===== src/rtl/full_adder_1bit_reg.sv =====
// full_adder_1bit_reg: registered 1-bit full adder with bit-serial chaining; FA_SERIAL_WORD_EN adds word assembly
module full_adder_1bit_reg #(
  parameter int WORD_BITS = 4
) (
  input  logic                 clk,
  input  logic                 rst_n,
  input  logic                 in_valid,
  input  logic                 A,
  input  logic                 B,
  input  logic                 Cin,
  input  logic                 chain_en,
  input  logic                 sow,
  output logic                 Sum,
  output logic                 Cout,
  output logic                 out_valid,
  output logic                 eow,
  output logic [WORD_BITS-1:0] word_sum,
  output logic                 word_cout
);
  localparam int CW = $clog2(WORD_BITS + 1);
  logic [CW-1:0] cnt, cnt_nx;
  logic c, s, co, last;
  // Cout doubles as the carry register: both load the same value under the same enable
  always_comb begin
    c      = (!chain_en || sow) ? Cin : Cout;
    s      = A ^ B ^ c;
    co     = (A & B) | (A & c) | (B & c);
    cnt_nx = sow ? CW'(1) : cnt + CW'(1);
    last   = chain_en && (cnt_nx == CW'(WORD_BITS));
  end
  always_ff @(posedge clk or negedge rst_n) begin
    if (!rst_n) begin
      Sum       <= 1'b0;
      Cout      <= 1'b0;
      out_valid <= 1'b0;
      eow       <= 1'b0;
      cnt       <= '0;
    end else begin
      out_valid <= in_valid;
      eow       <= in_valid && last;
      if (in_valid) begin
        Sum  <= s;
        Cout <= co;
        cnt  <= (!chain_en || last) ? '0 : cnt_nx;
      end
    end
  end
`ifdef FA_SERIAL_WORD_EN
  logic [WORD_BITS-1:0] sh, sh_base, sh_nx;
  always_comb begin
    sh_base = sow ? '0 : sh;
    sh_nx   = {s, sh_base[WORD_BITS-1:1]};
  end
  always_ff @(posedge clk or negedge rst_n) begin
    if (!rst_n) begin
      sh        <= '0;
      word_sum  <= '0;
      word_cout <= 1'b0;
    end else if (in_valid && chain_en) begin
      sh <= sh_nx;
      if (last) begin
        word_sum  <= sh_nx;
        word_cout <= co;
      end else if (sow) begin
        word_sum <= '0;
      end
    end
  end
`else
  assign word_sum  = '0;
  assign word_cout = 1'b0;
`endif
endmodule


===== config.mk =====
export PLATFORM = sky130hd
export DESIGN_NAME = full_adder_1bit_reg
export DESIGN_NICKNAME = d
export VERILOG_FILES = /design/src/rtl/full_adder_1bit_reg.sv
export SDC_FILE = /design/constraint.sdc
export NUM_CORES = 1
export LEC_CHECK = 0
export CORE_AREA = 2 2 39 41
export DETAILED_ROUTE_END_ITERATION = 8
export DIE_AREA = 0 0 41 43
export DONT_BUFFER_PORTS = 1
export GPL_TIMING_DRIVEN = 1
export HOLD_SLACK_MARGIN = 0.03
export REMOVE_ABC_BUFFERS = 1
export SLEW_MARGIN = 20
export SYNTH_ARGS = -nofsm -noshare
export SYNTH_HDL_FRONTEND = slang
export SYNTH_SLANG_ARGS = --single-unit

===== constraint.sdc =====
create_clock -name clk -period 1.7 [get_ports clk]
set_clock_uncertainty 0.1 [all_clocks]
set_input_delay 0.255 -clock clk [delete_from_list [all_inputs] [get_ports clk]]
set_output_delay 0.255 -clock clk [all_outputs]
set_load 0.01 [all_outputs]

## Word level (Yosys, flattened, before mapping)

Index checks and enable logic that the tools add are counted.

- Flip-flop bits (word level): 7
- Input port bits: 8

- Add/subtract/negate cells: 1
- Eq/ne operators: 1
- Muxes and demuxes: 3
- Bitwise operators: 7
- Reduce and logical (&&, ||, !) cells: 5

Operators by type and width:

| kind | number |
|---|---|
| two-way mux 3 bit | 2 |
| adder 3 x 1 -> 3 bit (second input constant) | 1 |
| AND 1 bit | 3 |
| == test 3 bit (second input constant) | 1 |
| logical AND 1 bit | 2 |
| logical OR 1 bit | 2 |
| bitwise OR 1 bit | 2 |
| XOR 1 bit | 2 |
| logical NOT 1 bit | 1 |
| two-way mux 1 bit | 1 |

## Logic depth before layout (Yosys ltp)

Gate-level depths: netlist of the first run.

- Depth after elaboration: 6
- Mapped depth: 4
- Mapped depth without buffers: 4

## Worst setup path after synthesis of the first run

Ideal clock, no wire load.

- Kind: input to register
- Start: input sow
- End: register Sum
- Data arrival time: 1.112 ns
- Data required time: 1.521 ns
- Slack: 0.409 ns
- Stages: 4
- Path through: nand2b_4 mux2i_1 fa_1 mux2i_1

- Longest elaborated chain between the ends: 3

RTL lines:

| element | RTL line | source |
|---|---|---|
| from (decl) | 12 | `input logic sow,` |
| logical OR 1 bit | 25 | `c = (!chain_en \|\| sow) ? Cin : Cout;` |
| two-way mux 1 bit | 25 |  |
| XOR 1 bit | 26 | `s = A ^ B ^ c;` |
| to (signal assigned) | 42 | `Sum <= s;` |
| to (decl) | 13 | `output logic Sum,` |

Every way passes these cells.
A chain may end at the register's enable or synchronous reset.

## Worst setup path in the final report of the first run

- Start: register Cout
- End: register Sum

- Longest elaborated chain between the ends: 2

RTL lines:

| element | RTL line | source |
|---|---|---|
| from (decl) | 14 | `output logic Cout,` |
| from (signal assigned) | 43 | `Cout <= co;` |
| two-way mux 1 bit | 25 |  |
| XOR 1 bit | 26 |  |

Every way passes these cells.

==> flow_summary.ini, run 1 <==
[setup_path]
crit_top_cell = mux2i_1
crit_type = reg2reg
worst-endpoint-arrival_ns = 1.42
critical_path.slowest_cell = fa_1
cpPeakStageDelay_ns = 0.44
cp-start-kind = flop
crit_required_ns = 1.77
crit_chain = mux2i_1 > fa_1 > mux2i_1
critical_path.max_fanout = 3
cp-end-kind = flop

[clocking]
root_buffer = clkbuf_4
post-cts-setup-buffers = 0
h-tree-depth = 1
clk_pin_slew_worst_paths_ns = 0.05
ctsResizeCount = 0
cts_made_buffers = 3
cts.sinks = 7
clk_latency_ns = 0.25
hold_buffers = 2
clock_path_buffers = 2
cts_tree = yes

[timing]
finalCriticalPeriod_ns = 1.35
hold_viol = 0
post-route-period-util = 0.793
whs_ns = 0.0358
fmax_mhz = 742
tns_ns = 0
setup_viol = 0
drv_slew = 0
rsz0062_at_grt = false
timing.final.ws_setup_ns = 0.352

[floorplanning]
num_io_pins = 17
die_y_um = 43
design.die.area_um2 = 1760
die_w_um = 41
core_area_um2 = 1380
rows = 14
initial_utilization = 0.297

[route]
drt_iter0_drc = 0
wl_per_cell_um = 10.4
vias_per_cell = 4.29
ant_nets = 0
vias = 253
routed_wl_um = 616
firstDrtPassIters = 1
drc = 0

[yosys]
yosysSeqAreaShare = 0.427
yosysWarningCount = 0
synthCells = 39
syn_area_per_cell_um2 = 10.5
syn_area_um2 = 410
yosysUniqueCellTypes = 21
synth-seq-cells = 7

[place]
pre_cts_ws_ns = 0.346
gp_congestion = 0.700
io_buffers = 0
placedCellCount = 53
hpwlAfterDp_um = 482

[finish]
syn_to_final_growth_pct = 7.93
antenna_cells = 0
drive_gt1_frac = 0.140
stdcell_count = 59
layout.nets = 54

[power]
design_power_total_w = 0.000399
power_density_nw_per_um2 = 901
power_leakage_nw = 0.215
peakVddDrop_mv = 0.464

[global_route]
grt-busiest-layer = met1
grt_util_met2 = 0.113
gr-total-overflow = 0
use_met3 = 0.0995
grt_pass1_vias = 252
grt_util_all_layers = 0.0971
grt_first_pass_wirelength_mm = 1.04
grt_max_degree = 8
use_met1 = 0.115
antenna_found_initial = 0

[worst_hold_path]
holdCritPathClass = in2reg

[flow_run]
maxCapViolCount = 0

[status]
outcome = finished, final reports clean
==> worst max-delay path: cells and delay by family (launching register included) <==
family | cells | cell delay (ns)
multiplexers | 2 | 0.32
adder cells (fa/ha/maj) | 1 | 0.44
flip-flops | 1 | 0.42
==> Yosys cell counts, drive strengths merged <==
library cell,n,share of area
inv,6,0.055
xor2,1,0.021
nor3,1,0.024
conb,1,0.0091
nand2,2,0.018
nor2,1,0.0091
o211ai,1,0.018
nand3b,1,0.018
o21a,1,0.018
mux2i,2,0.049
ha,1,0.030
a21oi,1,0.012
o21ai,1,0.012
buf,6,0.12
nand2b,3,0.064
dfrtp,7,0.43
fa,1,0.049
o22ai,2,0.046
==> report_power, final <==
group	internal [W]	leakage, nW	switching [W]
logic	0.0000244	0.112	0.0000304
registers	0.000182	0.0883	0.0000145
clock network	0.0000894	0.0150	0.0000584
total	0.000296	0.215	0.000103
==> cell usage in the layout, fill, tap and decap left out, types with 2 or more instances in the layout <==
cell	count
clkbuf_4	3
mux2i_1	2
conb_1	5
nand2_1	2
dlygate4sd3_1	2
dfrtp_1	7
nand2b_1	2
inv_1	6
==> final cells by class <==
cell class / instances / area [um2]
fillers: 150 / 941
multi-input cells: 24 / 179
flip-flops and latches: 7 / 175
clock buffers: 4 / 26.3
inverters: 6 / 22.5
repair buffers: 2 / 20.0
well taps: 16 / 20.0
==> cells by family (layout without fill, tap and decap cells) <==
logic type,Yosys count,count (layout),synth area share
AOI/OAI and AO/OA,6,6,0.107
xor gates and xnor gates,1,1,0.0213
adders and majority gates,2,2,0.0793
buffers and inverters,12,12,0.174
DFF,7,7,0.427
muxes,2,2,0.0488
other,1,5,0.00914
and+or+nand+nor,8,8,0.134
==> worst paths after layout <==
kind | startpoint | end | slack [ns] | cells past startpoint
max reg2reg | Cout | Sum | 0.35 | 3
min | in_valid | eow | 0.04 | 2
max | Cout | Sum | 0.35 | 3
min reg2reg | cnt[1] | cnt[1] | 0.43 | 2
max in group asynchronous | rst_n | cnt[0] | 1.04 | 1
min in group asynchronous | rst_n | out_valid | 0.23 | 1
==> stage by stage <==
stage               cell area [um2]   util
floorplan                       377      -
global placement                397  0.287
detailed placement              397  0.287
CTS                             443  0.320
global route                    443  0.320
finish                          443  0.320
==> flip-flops by register name, summed over array words and instances, names as in the netlist <==
register and count:
out_valid 1, cnt 3, Sum 1, Cout 1, eow 1
==> routing by layer <==
metal  part of all wire  wire (um)
met1               0.42        260
met2               0.45        276
met3               0.13         79
met4                  0          0
met5                  0          0
No activity file was read; power rests on OpenSTA's default activity.
==> run 2: changes to the inputs <==
- clock period: 1.7 -> 1.2 ns (I/O delays scaled with it)
==> flow_summary.ini, run 2 (synthesis gave the netlist of run 1 again) <==
[status]
outcome = complete, but fails checks
violations = negative hold slack, negative setup slack

[setup_path]
rr_endpoint = Sum
r2r_slack_ns = -0.07
critPathTopFamily = adder cells
cp.buffers_inverters = 0
cpPeakStageDelay_ns = 0.43
critical_path.max_fanout = 2
crit_chain = mux2i_1 > fa_1 > mux2i_1
rr_startpoint = Cout
cp-start-kind = flop
worst-endpoint-arrival_ns = 1.34
rr_worst_depth = 3
crit_required_ns = 1.27
critical_path.slowest_cell = fa_1
setup.worst_path.start = Cout
crit_top_cell = mux2i_1
crit_type = reg2reg
cp-end-kind = flop

[route]
drt_iter0_drc = 0
routed_wl_um = 612
vias = 250
drc = 0
vias_per_cell = 4.10
wl_per_cell_um = 10.0
ant_nets = 0
firstDrtPassIters = 1

[finish]
largest_reg_flops = 3
drive_gt1_frac = 0.244
syn_to_final_growth_pct = 15.9
top_register = cnt
layout_common_cells = dfrtp_1 (7), inv_1 (6), conb_1 (5), clkbuf_4 (3), buf_4 (3)
post-route-util = 0.344
final_common_cell = dfrtp_1
antenna_cells = 0
layout.nets = 56

[floorplanning]
num_io_pins = 17
initial_utilization = 0.297
die_w_um = 41
core_area_um2 = 1380
rows = 14
die_y_um = 43
design.die.area_um2 = 1760

[timing]
timing.final.ws_setup_ns = -0.0708
post-route-period-util = 1.06
rsz0062_at_grt = true
hold_viol = 7
setup_viol = 1
whs_ns = -0.141
finalCriticalPeriod_ns = 1.27
fmax_mhz = 787
drv_slew = 0

[global_route]
gr-total-overflow = 0
grt_pass1_vias = 227
grt_max_degree = 12
antenna_found_initial = 0
grt_first_pass_wirelength_um = 972
grt_util_all_layers = 0.0869

[worst_hold_path]
holdCritStartpoint = in_valid
worstHoldEndpoint = out_valid
hold_path_depth = 0
holdCritPathClass = in2reg

[clocking]
cts.sinks = 7
clock_path_buffers = 2
cts_tree = yes
clk_pin_slew_worst_paths_ns = 0.05
clk_latency_ns = 0.25
root_buffer = clkbuf_4
h-tree-depth = 1
cts_made_buffers = 3
hold_buffers = 1

[power]
power_leakage_nw = 0.228
design_power_total_w = 0.000593
peakVddDrop_mv = 0.576
power_density_nw_per_um2 = 1250

[place]
io_buffers = 0
gp_congestion = 0.667
hpwlAfterDp_um = 474

[flow_run]
maxCapViolCount = 0
## run 2: worst max path at each step
stage,cells after the start,end
after detailed placement,3,Sum
after global placement,3,Sum
after global routing,3,Sum
final,3,Sum
after CTS,3,Sum
after floorplan,3,Sum
## run 2: per-layer routing
layer	GRT usage	part of all wire	vias to the layer above
li1	-	-	127
met1	0.125	0.48	111
met2	0.0906	0.40	12
met3	0.0838	0.13	0
met4	0.0200	0	0
met5	0	0	-
## run 2: cell type report
| type | count | area [um2] |
|---|---|---|
| fillers | 148 | 908 |
| multi-input cells | 24 | 199 |
| flip-flops and latches | 7 | 175 |
| repair buffers | 4 | 32.5 |
| clock buffers | 4 | 26.3 |
| inverters | 6 | 22.5 |
| well taps | 16 | 20.0 |
## run 2: per-stage QoR
step / cell area (um2) / std cells / setup slack [ns] / setup TNS [ns]
CTS: 463 / 61 / -0.0868 / -0.0868
global placement: 419 / 56 / -0.0268 / -0.0468
detailed placement: 419 / 56 / -0.0702 / -0.0846
global route: 475 / 61 / -0.161 / -0.161
finish: 475 / 61 / -0.0708 / -0.0708
floorplan: 377 / 37 / -0.0779 / -0.0779
## run 2: report_power, final
part | internal [W] | switching, W
clock | 0.000127 | 0.0000866
sequential | 0.000257 | 0.0000203
combinational | 0.0000527 | 0.0000488
## run 2: what timing repair did
item,CTS,global route
endpoints found under the hold margin,14,7
endpoints found under the setup margin,2,2
pin swaps,0,1
gates resized for setup,1,1
buffers inserted,0,0
